--- src/rtl/acq_pkg.sv ---
// Shared state encoding and trigger-mode codes for the LVDS acquisition controller.
package acq_pkg;

  typedef enum logic [2:0] {
    ST_IDLE    = 3'd0,
    ST_ARMED_A = 3'd1,
    ST_ARMED_B = 3'd2,
    ST_CAPTURE = 3'd3,
    ST_DONE    = 3'd4
  } acq_state_t;

  localparam logic [1:0] TRIG_IMM  = 2'd0;
  localparam logic [1:0] TRIG_RISE = 2'd1;
  localparam logic [1:0] TRIG_FALL = 2'd2;
  localparam logic [1:0] TRIG_EXT  = 2'd3;

endpackage

--- src/rtl/acq_trig_scan.sv ---
// Combinational two-phase trigger scan across the SPC samples of one channel word.
module acq_trig_scan
  import acq_pkg::*;
#(
  parameter  int SPC  = 4,
  parameter  int SW   = 12,
  localparam int IDXW = $clog2(SPC)
) (
  input  logic [SPC*SW-1:0]     samples,
  input  logic [1:0]            trig_type,
  input  logic                  phase_b,
  input  logic signed [SW-1:0]  low_thresh,
  input  logic signed [SW-1:0]  high_thresh,
  input  logic                  ext_trig,
  output logic                  hit,
  output logic [IDXW-1:0]       hit_idx,
  output logic                  a_seen
);

  always_comb begin : scan
    logic                 en;
    logic                 a_c;
    logic                 b_c;
    logic signed [SW-1:0] s;
    hit     = 1'b0;
    hit_idx = '0;
    a_seen  = 1'b0;
    en      = phase_b;
    a_c     = 1'b0;
    b_c     = 1'b0;
    s       = '0;
    for (int k = 0; k < SPC; k++) begin
      s = $signed(samples[k*SW +: SW]);
      unique case (trig_type)
        TRIG_RISE: begin a_c = (s < low_thresh);  b_c = (s > high_thresh); end
        TRIG_FALL: begin a_c = (s > high_thresh); b_c = (s < low_thresh);  end
        TRIG_EXT:  begin a_c = 1'b0;              b_c = ext_trig;          end
        default:   begin a_c = 1'b0;              b_c = 1'b0;              end
      endcase
      if (en && b_c && !hit) begin
        hit     = 1'b1;
        hit_idx = IDXW'(k);
      end
      // B is tested before A updates the enable, so an A at k only arms k+1 onward.
      if (a_c) begin
        a_seen = 1'b1;
        en     = 1'b1;
      end
    end
  end

endmodule

--- src/rtl/acq_trigger_ctrl.sv ---
// Trigger/acquisition controller: registers the ADC word, detects a trigger on one
// channel, then streams cfg_length words into the capture FIFO.
module acq_trigger_ctrl
  import acq_pkg::*;
#(
  parameter  int NCH         = 2,
  parameter  int SPC         = 4,
  parameter  int SW          = 12,
  parameter  int LENW        = 16,
  parameter  int FIFO_DEPTH  = 1024,
  parameter  int FIFO_MARGIN = 4,
  localparam int CHW         = (NCH > 1) ? $clog2(NCH) : 1,
  localparam int IDXW        = $clog2(SPC),
  localparam int FILLW       = $clog2(FIFO_DEPTH) + 1,
  localparam int WORDW       = NCH * SPC * SW
) (
  input  logic                 clk,
  input  logic                 rstn,
  input  logic [WORDW-1:0]     samples_in,
  input  logic                 arm,
  input  logic                 abort,
  input  logic                 ext_trig,
  input  logic [1:0]           cfg_trigtype,
  input  logic [CHW-1:0]       cfg_chan,
  input  logic signed [SW-1:0] cfg_lowthresh,
  input  logic signed [SW-1:0] cfg_highthresh,
  input  logic [LENW-1:0]      cfg_length,
  input  logic [LENW-1:0]      cfg_timeout,
  input  logic [FILLW-1:0]     fifo_wrused,
  output logic                 fifo_wr,
  output logic [WORDW-1:0]     fifo_data,
  output logic                 busy,
  output logic                 done,
  output logic [IDXW-1:0]      trig_pos,
  output logic                 timed_out,
  output logic                 overflow,
  output logic [LENW-1:0]      words_taken
);

  localparam logic [FILLW-1:0] FILL_LIMIT = FILLW'(FIFO_DEPTH - FIFO_MARGIN);

  acq_state_t           state_q, state_d;
  logic [WORDW-1:0]     samples_p1;
  logic [1:0]           type_q, type_d;
  logic [CHW-1:0]       chan_q, chan_d;
  logic signed [SW-1:0] low_q, low_d, high_q, high_d;
  logic [LENW-1:0]      len_q, len_d, tmo_q, tmo_d;
  logic [LENW-1:0]      tcnt_q, tcnt_d, words_q, words_d;
  logic [IDXW-1:0]      trig_pos_q, trig_pos_d;
  logic                 timed_q, timed_d, ovf_q, ovf_d;
  logic                 fifo_wr_q, fifo_wr_d;
  logic [WORDW-1:0]     fifo_data_q, fifo_data_d;
  logic [SPC*SW-1:0]    chan_sel;
  logic                 hit, a_seen, tmo_hit, room;
  logic [IDXW-1:0]      hit_idx;

  // Stage p1: every detection and every FIFO write works from this registered word.
  always_ff @(posedge clk) begin
    samples_p1 <= samples_in;
  end

  always_comb begin
    chan_sel = '0;
    for (int c = 0; c < NCH; c++) begin
      if (CHW'(c) == chan_q) chan_sel = samples_p1[c*SPC*SW +: SPC*SW];
    end
  end

  acq_trig_scan #(.SPC(SPC), .SW(SW)) u_scan (
    .samples     (chan_sel),
    .trig_type   (type_q),
    .phase_b     (state_q == ST_ARMED_B),
    .low_thresh  (low_q),
    .high_thresh (high_q),
    .ext_trig    (ext_trig),
    .hit         (hit),
    .hit_idx     (hit_idx),
    .a_seen      (a_seen)
  );

  assign tmo_hit = (tmo_q != '0) && (tcnt_q == tmo_q - LENW'(1));
  assign room    = (fifo_wrused < FILL_LIMIT);

  always_ff @(posedge clk or negedge rstn) begin
    if (!rstn) state_q <= ST_IDLE;
    else       state_q <= state_d;
  end

  always_comb begin
    state_d     = state_q;
    type_d      = type_q;
    chan_d      = chan_q;
    low_d       = low_q;
    high_d      = high_q;
    len_d       = len_q;
    tmo_d       = tmo_q;
    tcnt_d      = tcnt_q;
    words_d     = words_q;
    trig_pos_d  = trig_pos_q;
    timed_d     = timed_q;
    ovf_d       = ovf_q;
    fifo_wr_d   = 1'b0;
    fifo_data_d = fifo_data_q;
    if (abort) begin
      state_d = ST_IDLE;
    end else begin
      unique case (state_q)
        ST_IDLE, ST_DONE: begin
          if (arm) begin
            type_d     = cfg_trigtype;
            chan_d     = cfg_chan;
            low_d      = cfg_lowthresh;
            high_d     = cfg_highthresh;
            len_d      = cfg_length;
            tmo_d      = cfg_timeout;
            tcnt_d     = '0;
            words_d    = '0;
            trig_pos_d = '0;
            timed_d    = 1'b0;
            ovf_d      = 1'b0;
            if (cfg_length == '0)            state_d = ST_DONE;
            else if (cfg_trigtype == TRIG_IMM) state_d = ST_CAPTURE;
            else if (cfg_trigtype == TRIG_EXT) state_d = ST_ARMED_B;
            else                             state_d = ST_ARMED_A;
          end
        end
        ST_ARMED_A, ST_ARMED_B: begin
          tcnt_d = tcnt_q + LENW'(1);
          // A real hit outranks a timeout landing on the same clock.
          if (hit || tmo_hit) begin
            trig_pos_d = hit ? hit_idx : '0;
            timed_d    = !hit;
            if (len_q != '0) begin
              fifo_wr_d   = 1'b1;
              fifo_data_d = samples_p1;
              words_d     = LENW'(1);
              state_d     = ST_CAPTURE;
            end else begin
              state_d = ST_DONE;
            end
          end else if (state_q == ST_ARMED_A && a_seen) begin
            state_d = ST_ARMED_B;
          end
        end
        ST_CAPTURE: begin
          if (words_q < len_q && room) begin
            fifo_wr_d   = 1'b1;
            fifo_data_d = samples_p1;
            words_d     = words_q + LENW'(1);
          end else begin
            ovf_d   = (words_q < len_q);
            state_d = ST_DONE;
          end
        end
        default: state_d = ST_IDLE;
      endcase
    end
  end

  always_ff @(posedge clk or negedge rstn) begin
    if (!rstn) begin
      type_q      <= '0;
      chan_q      <= '0;
      low_q       <= '0;
      high_q      <= '0;
      len_q       <= '0;
      tmo_q       <= '0;
      tcnt_q      <= '0;
      words_q     <= '0;
      trig_pos_q  <= '0;
      timed_q     <= 1'b0;
      ovf_q       <= 1'b0;
      fifo_wr_q   <= 1'b0;
      fifo_data_q <= '0;
    end else begin
      type_q      <= type_d;
      chan_q      <= chan_d;
      low_q       <= low_d;
      high_q      <= high_d;
      len_q       <= len_d;
      tmo_q       <= tmo_d;
      tcnt_q      <= tcnt_d;
      words_q     <= words_d;
      trig_pos_q  <= trig_pos_d;
      timed_q     <= timed_d;
      ovf_q       <= ovf_d;
      fifo_wr_q   <= fifo_wr_d;
      fifo_data_q <= fifo_data_d;
    end
  end

  assign fifo_wr     = fifo_wr_q;
  assign fifo_data   = fifo_data_q;
  assign busy        = (state_q == ST_ARMED_A) || (state_q == ST_ARMED_B) || (state_q == ST_CAPTURE);
  assign done        = (state_q == ST_DONE);
  assign trig_pos    = trig_pos_q;
  assign timed_out   = timed_q;
  assign overflow    = ovf_q;
  assign words_taken = words_q;

endmodule
--- config.mk ---
export PLATFORM = sky130hd
export DESIGN_NAME = acq_trigger_ctrl
export DESIGN_NICKNAME = d
export VERILOG_FILES = /design/src/rtl/acq_pkg.sv /design/src/rtl/acq_trig_scan.sv /design/src/rtl/acq_trigger_ctrl.sv
export SDC_FILE = /design/constraint.sdc
export NUM_CORES = 1
export LEC_CHECK = 0
export CAP_MARGIN = 0
export CORE_UTILIZATION = 25
export DETAILED_ROUTE_END_ITERATION = 16
export SYNTH_ARGS = -nofsm -noshare
export SYNTH_HDL_FRONTEND = slang
export SYNTH_SLANG_ARGS = --single-unit
--- constraint.sdc ---
create_clock -name clk -period 11.8 [get_ports clk]
set_input_delay 2.36 -clock clk [delete_from_list [all_inputs] [get_ports clk]]
set_output_delay 2.36 -clock clk [all_outputs]
set_load 0.005 [all_outputs]
==> results.py, run 1 <==
metrics = {
    "outcome": {
        "status": "complete, no violations",
    },
    "final_layout": {
        "layout_commonest_cell": "clkdlybuf4s50_1",
        "mostFrequentLayoutCells": "286 x clkdlybuf4s50_1, 194 x dfrtp_1, 140 x nand2_1",
        "final_layout_size_suffix_gt1_share_pct": 13.87,
        "syn2layout_area_growth_pct": 34.54,
        "nNetsFinal": 1844,
    },
    "pwr": {
        "ir_worst_vdd_mv": 0.1370,
        "power_frac_seq_pct": 31.8,
        "p_int_uw": 3011,
        "powerDensity_nw_per_um2": 249.5,
        "combPwrFrac_pct": 44.3,
        "p_clk_share_pct": 23.8,
        "p_sw_uw": 1682,
        "p_leak_uw": 0.008168,
        "p_sw_share_pct": 35.84,
    },
    "timing": {
        "tightest_slew_ns": 1.057,
        "tns_ns": 0,
        "slew_headroom_pct": 29.55,
        "setup_viol": 0,
        "max_freq_mhz": 168.4,
        "fin_worst_skew_ns": 0.02440,
        "fin_crit_ns": 5.939,
        "whs_ns": 0.4703,
        "slew_viol_final": 0,
        "fin_crit_sh_pct": 50.33,
        "finalHoldViolations": 0,
        "rsz0062_at_grt": "false",
    },
    "yosys": {
        "yosysSeqAreaShare_pct": 48.66,
        "synth_seq_cells": 291,
        "syn_nets": 1555,
        "synth_ff_type": "dfrtp_1",
        "synth_edf_count": 0,
        "ys.warnings.count": 0,
        "syn_avg_cell_area_um2": 11.02,
        "ys_async_sr_fraction_pct": 67.01,
        "netlist_area_um2": 13980,
        "synth.distinct_cells": 78,
        "synthCells": 1269,
    },
    "floorplanning": {
        "core_um2": 55200,
        "pin_count": 290,
        "die-height_um": 238.5,
        "die_w_um": 238.5,
        "num_rows": 86,
        "die_area_um2": 56860,
        "initial_utilization_pct": 25.32,
    },
    "place": {
        "io_buffers": 287,
        "gp_congestion": 0.8569,
        "place.detailed.hpwl_um": 32440,
    },
    "critical_path": {
        "r2r_start": "chan_q$_DFFE_PN0P_",
        "critPathCapture": "fifo_data[87]$_DFFE_PN0P_",
        "r2r_cells": 15,
        "end_kind": "register",
        "crit_buf_inv": 3,
        "crit_cells": 15,
        "criticalPathCategory": "register to register",
        "r2r_slack_ns": 5.86,
        "required_ns": 12.21,
        "crit_fanout": 69,
        "crit_path_frequent_cell": "buf_4",
        "arrival_ns": 6.35,
        "critical-path-top-delay-family": "compound AO/OA/AOI/OAI gates",
        "cp_slowest_stage_delay_ns": 0.88,
        "r2r_end": "fifo_data[87]$_DFFE_PN0P_",
        "crit_path_start": "chan_q$_DFFE_PN0P_",
        "worst_setup_path_start_kind": "register",
        "worst_path_max_delay_cell": "buf_4",
        "path_cells": "buf_4, mux2_2, ha_1, o211ai_1, a31o_2, a2111oi_1, o31ai_1, o31a_1, o211ai_1, nand3_2, a21o_4, a31oi_4, buf_4, buf_4, mux2_2",
    },
    "clocking": {
        "clock_latency_ns": 0.55,
        "cts_tree": "built",
        "cts_hold_buf": 0,
        "root_buffer": "clkbuf_16",
        "cts-resized-gates": 0,
        "cts_setup_buffers": 0,
        "cts_max_path_buffers": 3,
        "clkTransAtPathRegs_ns": 0.06,
        "cts.sinks": 291,
        "htree_num_levels": 2,
        "cts_buffers": 36,
    },
    "global_routing": {
        "grt_pass1_vias": 11000,
        "grt_pass1_wl_um": 65990,
        "grt_use_total_pct": 15.26,
        "overflow": 0,
        "antenna_found_initial": 5,
        "grt_max_degree": 73,
    },
    "routing": {
        "vias": 10820,
        "vias_per_cell": 4.633,
        "routed_wl_um": 43320,
        "drt_iter0_drc": 629,
        "wl_per_cell_um": 18.55,
        "first_pass_iters": 5,
        "ant_nets": 0,
        "drc": 0,
    },
    "worst_hold_path": {
        "hold_path.class": "register to register",
    },
    "flow_run": {
        "drv_cap": 0,
    },
}
==> final cells by class <==
class / instances / area [µm²]
Tap cell: 748 / 935.9
Inverter: 60 / 225.2
Multi-Input combinational cell: 875 / 6710
Timing Repair Buffer: 294 / 2929
Clock inverter: 10 / 113.9
Antenna cell: 1 / 2.502
Clock buffer: 56 / 1087
Fill cell: 5507 / 36390
Sequential cell: 291 / 6803
==> power by group through the flow <==
stage | sequential, µW | combinational, µW | clock [µW]
floorplan | 1450 | 1270 | 0
CTS | 1500 | 2090 | 1160
global placement | 1500 | 2030 | 0
detailed placement | 1510 | 2080 | 0
global route | 1530 | 2300 | 1200
finish | 1490 | 2080 | 1120
==> sequential cells by signal, summed over array words and instances (netlist names) <==
register	count
chan_q	1
fifo_data	96
fifo_wr	1
high_q	12
len_q	16
low_q	12
overflow	1
samples_p1	96
state_q	3
tcnt_q	16
timed_out	1
tmo_q	16
trig_pos	2
type_q	2
words_taken	16
==> worst min path at each step <==
| stage | from | endpoint | cells after the start |
|---|---|---|---|
| 5_1_grt | samples_p1[94]$_DFF_P_ | fifo_data[94]$_DFFE_PN0P_ | 1 |
| 3_3_place_gp | samples_p1[53]$_DFF_P_ | fifo_data[53]$_DFFE_PN0P_ | 1 |
| 6_report | samples_p1[94]$_DFF_P_ | fifo_data[94]$_DFFE_PN0P_ | 1 |
| 2_1_floorplan | samples_p1[49]$_DFF_P_ | fifo_data[49]$_DFFE_PN0P_ | 1 |
| 4_1_cts | samples_p1[94]$_DFF_P_ | fifo_data[94]$_DFFE_PN0P_ | 1 |
| 3_5_place_dp | samples_p1[94]$_DFF_P_ | fifo_data[94]$_DFFE_PN0P_ | 1 |
==> cells by family after synthesis <==
family	after synthesis	synth area share [%]
adder cells (fa/ha/maj)	115	10.29
AO/OA/AOI/OAI	242	11.05
XOR/XNOR	32	2.005
multiplexers	147	12.56
AND/OR/NAND/NOR	339	12.06
flip-flops	291	48.66
buffers and inverters	103	3.383
==> per-layer routing <==
layer  GRT usage (%)  vias up  routed length [µm]
li1                -     5145                   -
met1           19.67     5301               19000
met2           25.03      293               20690
met3           3.309       73                2493
met4           5.517        6                1100
met5               0        -                  34
==> metrics by stage <==
step	cell area (µm²)	std cells	worst slack [ns]	power, µW	utilization [%]
detailed placement	17600	2268	5.760	3594	31.89
global route	18810	2335	5.568	5031	34.07
global placement	17600	2268	5.807	3527	31.89
CTS	18800	2334	5.763	4747	34.07
floorplan	13980	1269	7.432	2721	-
finish	18810	2335	5.861	4693	34.07
==> Yosys cell counts, types with 4 or more instances <==
| master | instances | area share (%) |
|---|---|---|
| a211o_1 | 7 | 0.44 |
| a211oi_1 | 15 | 0.81 |
| a21o_1 | 12 | 0.64 |
| a21oi_1 | 65 | 2.3 |
| a31oi_1 | 6 | 0.27 |
| and2_1 | 6 | 0.27 |
| and3_1 | 21 | 0.94 |
| and4_1 | 5 | 0.31 |
| buf_1 | 5 | 0.13 |
| buf_4 | 7 | 0.38 |
| clkbuf_1 | 23 | 0.62 |
| dfrtp_1 | 195 | 35 |
| dfxtp_1 | 96 | 14 |
| ha_1 | 115 | 10 |
| inv_1 | 60 | 1.6 |
| mux2_2 | 111 | 8.9 |
| mux2_4 | 29 | 3.1 |
| mux2i_1 | 7 | 0.50 |
| nand2_1 | 140 | 3.8 |
| nand2b_1 | 7 | 0.31 |
| nand3_1 | 27 | 0.97 |
| nand4_1 | 23 | 1.0 |
| nand4b_1 | 4 | 0.25 |
| nor2_1 | 44 | 1.2 |
| nor3_1 | 17 | 0.61 |
| nor4_1 | 14 | 0.63 |
| o211ai_1 | 6 | 0.32 |
| o21a_1 | 19 | 1.0 |
| o21ai_0 | 69 | 2.5 |
| o21bai_1 | 5 | 0.27 |
| or3_1 | 8 | 0.36 |
| xnor2_1 | 13 | 0.81 |
| xor2_1 | 19 | 1.2 |
(Power assumes the default switching activity.)
==> inputs of run 2 (changes only) <==
Clock period 11.8 ns to 4.84 ns, I/O delays scaled along.
==> results.py, run 2 (synthesis results as in run 1) <==
metrics = {
    "timing": {
        "tns_ns": 0,
        "worst_slack_ns": 0.1807,
        "fin_crit_sh_pct": 96.27,
        "rsz0062_at_grt": "false",
        "setup_viol": 0,
        "fin_crit_ns": 4.659,
        "max_freq_mhz": 214.6,
        "slew_viol_final": 0,
        "finalHoldViolations": 0,
        "fin_worst_skew_ns": 0.02884,
        "tightest_slew_ns": 0.7409,
        "slew_headroom_pct": 50.61,
    },
    "final_layout": {
        "layout_commonest_cell": "clkdlybuf4s50_1",
        "fillerInstances": 5514,
        "utilization_pct": 34.24,
        "syn2layout_area_growth_pct": 35.22,
        "mostFrequentLayoutCells": "286 x clkdlybuf4s50_1, 194 x dfrtp_1, 140 x nand2_1",
        "final_layout_size_suffix_gt1_share_pct": 14.57,
        "nNetsFinal": 1859,
    },
    "critical_path": {
        "worst_path_max_delay_cell": "mux2_2",
        "path_cells": "buf_12, mux2_2, ha_1, and3_1, a22o_1, o21ai_0, a21oi_1, o21a_1, nor4_4, o21ai_1, a21o_4, a31oi_4, buf_12, buf_12, mux2_2",
        "criticalPathCategory": "register to register",
        "cp_slowest_stage_delay_ns": 0.43,
        "crit_path_frequent_cell": "buf_12",
        "arrival_ns": 5.06,
        "crit_buf_inv": 3,
        "crit_fanout": 29,
        "worst_setup_path_start_kind": "register",
        "required_ns": 5.25,
        "end_kind": "register",
        "critical-path-top-delay-family": "compound AO/OA/AOI/OAI gates",
    },
    "pwr": {
        "p_sw_share_pct": 36.33,
        "p_int_uw": 7270,
        "powerDensity_nw_per_um2": 604.1,
        "power_frac_seq_pct": 32.0,
        "p_leak_uw": 0.008226,
        "combPwrFrac_pct": 45.7,
        "p_sw_uw": 4148,
        "ir_worst_vdd_mv": 0.2085,
        "p_clk_share_pct": 22.3,
    },
    "clocking": {
        "cts_tree": "built",
        "clock_latency_ns": 0.55,
        "clkTransAtPathRegs_ns": 0.06,
        "htree_num_levels": 2,
        "cts.sinks": 291,
        "root_buffer": "clkbuf_16",
        "cts_hold_buf": 0,
        "cts_max_path_buffers": 3,
        "cts_buffers": 35,
    },
    "global_routing": {
        "grt_max_degree": 82,
        "grt_pass1_vias": 11120,
        "overflow": 0,
        "antenna_found_initial": 5,
        "grt_pass1_wl_um": 66580,
        "grt_use_total_pct": 15.32,
    },
    "routing": {
        "vias": 10790,
        "drt_iter0_drc": 569,
        "drt-met1-wl_um": 19610,
        "wl_per_cell_um": 18.68,
        "ant_nets": 0,
        "met2WireLength_um": 20900,
        "met3_length_um": 2261,
        "routed_wl_um": 43850,
        "highest_layer": "met5",
        "vias_per_cell": 4.595,
        "first_pass_iters": 5,
        "drc": 0,
    },
    "floorplanning": {
        "num_rows": 86,
        "initial_utilization_pct": 25.32,
        "die_area_um2": 56860,
        "core_um2": 55200,
        "die-height_um": 238.5,
        "die_w_um": 238.5,
        "pin_count": 290,
    },
    "place": {
        "gp_congestion": 0.8900,
        "io_buffers": 287,
        "post-place-ws_ns": 0.2075,
        "place.detailed.hpwl_um": 33190,
    },
    "outcome": {
        "status": "complete, no violations",
    },
    "worst_hold_path": {
        "hold_path.class": "register to register",
    },
    "flow_run": {
        "drv_cap": 0,
    },
}
## run 2: power by group through the flow
| stage | combinational [µW] | clock, µW | sequential (µW) |
|---|---|---|---|
| floorplan | 3090 | 0 | 3550 |
| global placement | 5070 | 0 | 3670 |
| detailed placement | 5220 | 0 | 3700 |
| CTS | 5250 | 2640 | 3660 |
| global route | 5750 | 2740 | 3750 |
| finish | 5220 | 2550 | 3650 |
## run 2: cell type report
type                            instances  area [µm²]  area share [%]
Antenna cell                            1       2.502         0.01324
Clock buffer                           48       954.7           5.051
Clock inverter                         15       140.1          0.7414
Inverter                               60       225.2           1.191
Multi-Input combinational cell        875        6716           35.53
Sequential cell                       291        6803           35.99
Tap cell                              748       935.9           4.951
Timing Repair Buffer                  310        3124           16.53
## run 2: per-stage QoR
step | cells | hold slack [ns] | total power [µW] | area (µm²)
floorplan | 1269 | 0.4579 | 6633 | 13980
global placement | 2284 | 0.4629 | 8740 | 17800
detailed placement | 2284 | 0.4718 | 8915 | 17800
CTS | 2347 | 0.4844 | 11550 | 18890
global route | 2348 | 0.4979 | 12230 | 18900
finish | 2348 | 0.4829 | 11420 | 18900
## run 2: path summary, 6_finish.rpt
path	startpoint	endpoint	slack, ns	cells after the start
setup / recovery	chan_q$_DFFE_PN0P_	fifo_data[24]$_DFFE_PN0P_	0.18	15
hold / removal	samples_p1[68]$_DFF_P_	fifo_data[68]$_DFFE_PN0P_	0.48	1
setup reg to reg	chan_q$_DFFE_PN0P_	fifo_data[24]$_DFFE_PN0P_	0.18	15
hold reg to reg	samples_p1[68]$_DFF_P_	fifo_data[68]$_DFFE_PN0P_	0.48	1
max in group asynchronous	rstn	fifo_data[23]$_DFFE_PN0P_	3.27	2
min in group asynchronous	rstn	tmo_q[11]$_DFFE_PN0P_	0.50	1
## run 2: what timing repair did
item,4_1_cts,5_1_grt
setup buffers,0,0
setup endpoints to repair,0,1
resized for setup,0,1
## run 2: layer usage
metal | track usage [%] | vias to the layer above
met4 | 4.992 | 6
li1 | - | 5188
met3 | 3.112 | 66
met2 | 25.46 | 286
met1 | 19.78 | 5244
met5 | 0 | -
==> inputs of run 3 (changes only) <==
Settings changed: CELL_PAD_IN_SITES_DETAIL_PLACEMENT from default to 1, CELL_PAD_IN_SITES_GLOBAL_PLACEMENT from default to 2, PLACE_DENSITY_LB_ADDON from default to 0.1, SLEW_MARGIN from default to 15.
==> results.py, run 3 (synthesis results as in run 1) <==
metrics = {
    "clocking": {
        "cts.sinks": 291,
        "cts_tree": "built",
        "clkTransAtPathRegs_ns": 0.06,
        "cts_buffers": 37,
        "htree_num_levels": 2,
        "cts_max_path_buffers": 3,
        "root_buffer": "clkbuf_16",
        "cts_hold_buf": 0,
        "clock_latency_ns": 0.56,
    },
    "global_routing": {
        "antenna_found_initial": 4,
        "grt_pass1_vias": 11620,
        "grt_use_total_pct": 16.72,
        "grt_max_degree": 96,
        "overflow": 0,
        "grt_pass1_wl_um": 72060,
    },
    "timing": {
        "setup_viol": 0,
        "tightest_slew_ns": 0.8819,
        "slew_viol_final": 0,
        "fin_crit_ns": 4.528,
        "tns_ns": 0,
        "whs_ns": 0.4736,
        "fin_crit_sh_pct": 93.56,
        "fin_worst_skew_ns": 0.02536,
        "slew_headroom_pct": 41.21,
        "rsz0062_at_grt": "false",
        "max_freq_mhz": 220.8,
        "finalHoldViolations": 0,
    },
    "worst_hold_path": {
        "worstHoldStart": "samples_p1[80]$_DFF_P_",
        "hold_path.class": "register to register",
    },
    "floorplanning": {
        "num_rows": 86,
        "die_w_um": 238.5,
        "die_area_um2": 56860,
        "die-height_um": 238.5,
        "initial_utilization_pct": 25.32,
        "core_um2": 55200,
        "pin_count": 290,
    },
    "critical_path": {
        "end_kind": "register",
        "arrival_ns": 4.96,
        "required_ns": 5.27,
        "crit_fanout": 18,
        "r2r_slack_ns": 0.31,
        "r2r_start": "chan_q$_DFFE_PN0P_",
        "worst_setup_path_start_kind": "register",
        "crit_path_start": "chan_q$_DFFE_PN0P_",
        "criticalPathCategory": "register to register",
    },
    "routing": {
        "wl_per_cell_um": 20.03,
        "routed_wl_um": 47230,
        "first_pass_iters": 4,
        "drt_iter0_drc": 344,
        "ant_nets": 0,
        "drc": 0,
        "vias_per_cell": 4.573,
        "vias": 10780,
    },
    "final_layout": {
        "mostFrequentLayoutCells": "286 x clkdlybuf4s50_1, 194 x dfrtp_1, 140 x nand2_1",
        "num_antenna_cells": 0,
        "nNetsFinal": 1868,
        "final_layout_size_suffix_gt1_share_pct": 15.03,
        "syn2layout_area_growth_pct": 36.89,
        "instances_no_fill": 2358,
        "design_area_um2": 19130,
        "layout_commonest_cell": "clkdlybuf4s50_1",
    },
    "place": {
        "io_buffers": 287,
        "gp_congestion": 0.7792,
        "placedInstanceArea_um2": 17860,
        "place.detailed.hpwl_um": 35660,
        "place_inst": 2286,
    },
    "flow_run": {
        "drv_cap": 0,
    },
    "outcome": {
        "status": "complete, no violations",
    },
    "pwr": {
        "p_leak_uw": 0.008339,
        "p_sw_share_pct": 36.24,
        "powerDensity_nw_per_um2": 612.7,
        "combPwrFrac_pct": 45.4,
        "power_frac_seq_pct": 31.2,
        "p_clk_share_pct": 23.3,
        "ir_worst_vdd_mv": 0.2335,
        "p_int_uw": 7475,
        "p_sw_uw": 4248,
    },
}
==> run 3: cell count changes in the layout (fill, tap and decap cells not counted), moves of 2 or more <==
cell | before | now
inv_6 | 3 | 0
clkbuf_1 | 10 | 14
clkinv_2 | 7 | 5
buf_12 | 6 | 11
clkbuf_16 | 35 | 39
==> run 3: layout make-up <==
type,count,area [µm²]
multi-input combinational,875,6718
inverter,60,225.2
sequential,291,6803
clock buffer,56,1059
timing repair buffer,317,3257
tap,748,935.9
fill,6060,36070
clock inverter,11,137.6
==> run 3: final timing paths <==
check                                                  end  cells after the start
max in group asynchronous       words_taken[2]$_DFFE_PN0P_                      2
worst min-delay path             fifo_data[80]$_DFFE_PN0P_                      1
min in group asynchronous                fifo_wr$_DFF_PN0_                      1
worst max register to register   fifo_data[52]$_DFFE_PN0P_                     16
worst min register to register   fifo_data[80]$_DFFE_PN0P_                      1
worst max-delay path             fifo_data[52]$_DFFE_PN0P_                     16
==> run 3: power groups by stage <==
| stage | combinational [µW] | clock, µW | sequential (µW) |
|---|---|---|---|
| after floorplan | 3090 | 0 | 3550 |
| after global placement | 5220 | 0 | 3710 |
| after detailed placement | 5310 | 0 | 3710 |
| after CTS | 5350 | 2840 | 3680 |
| after global routing | 5940 | 2930 | 3770 |
| final | 5320 | 2740 | 3660 |
==> run 3: metrics by stage <==
step	util [%]	power, µW	setup slack [ns]
2_1_floorplan	-	6633	0.4718
3_3_place_gp	32.36	8924	0.1903
3_5_place_dp	32.36	9020	0.1234
4_1_cts	34.53	11870	0.1202
5_1_grt	34.66	12640	0.06533
6_report	34.66	11720	0.3116
==> run 3: critical path, stage by stage (launching register included) <==
cell and delay, ns:
dfrtp_2 0.45, buf_12 0.14, clkbuf_16 0.19, mux2_2 0.39, ha_1 0.31, nand2_1 0.09
nor4_1 0.42, a2111oi_0 0.14, a31oi_1 0.31, o221ai_1 0.25, a211oi_1 0.24, o21ai_1 0.17
a21o_4 0.28, a31oi_4 0.19, buf_12 0.25, buf_12 0.20, mux2_2 0.34
==> run 3: routing by layer <==
layer | routed length (µm) | part of all wire, % | track usage, % | vias to the layer above
li1 | - | - | - | 5180
met1 | 21780 | 46 | 21.89 | 5364
met2 | 22440 | 48 | 27.86 | 173
met3 | 2131 | 4.5 | 3.621 | 57
met4 | 834 | 1.8 | 4.138 | 8
met5 | 46 | 0.097 | 0 | -
==> run 3: timing repair <==
action	in CTS	in global routing
resized for setup	0	2
buffers inserted	0	4
setup endpoints to repair	0	53
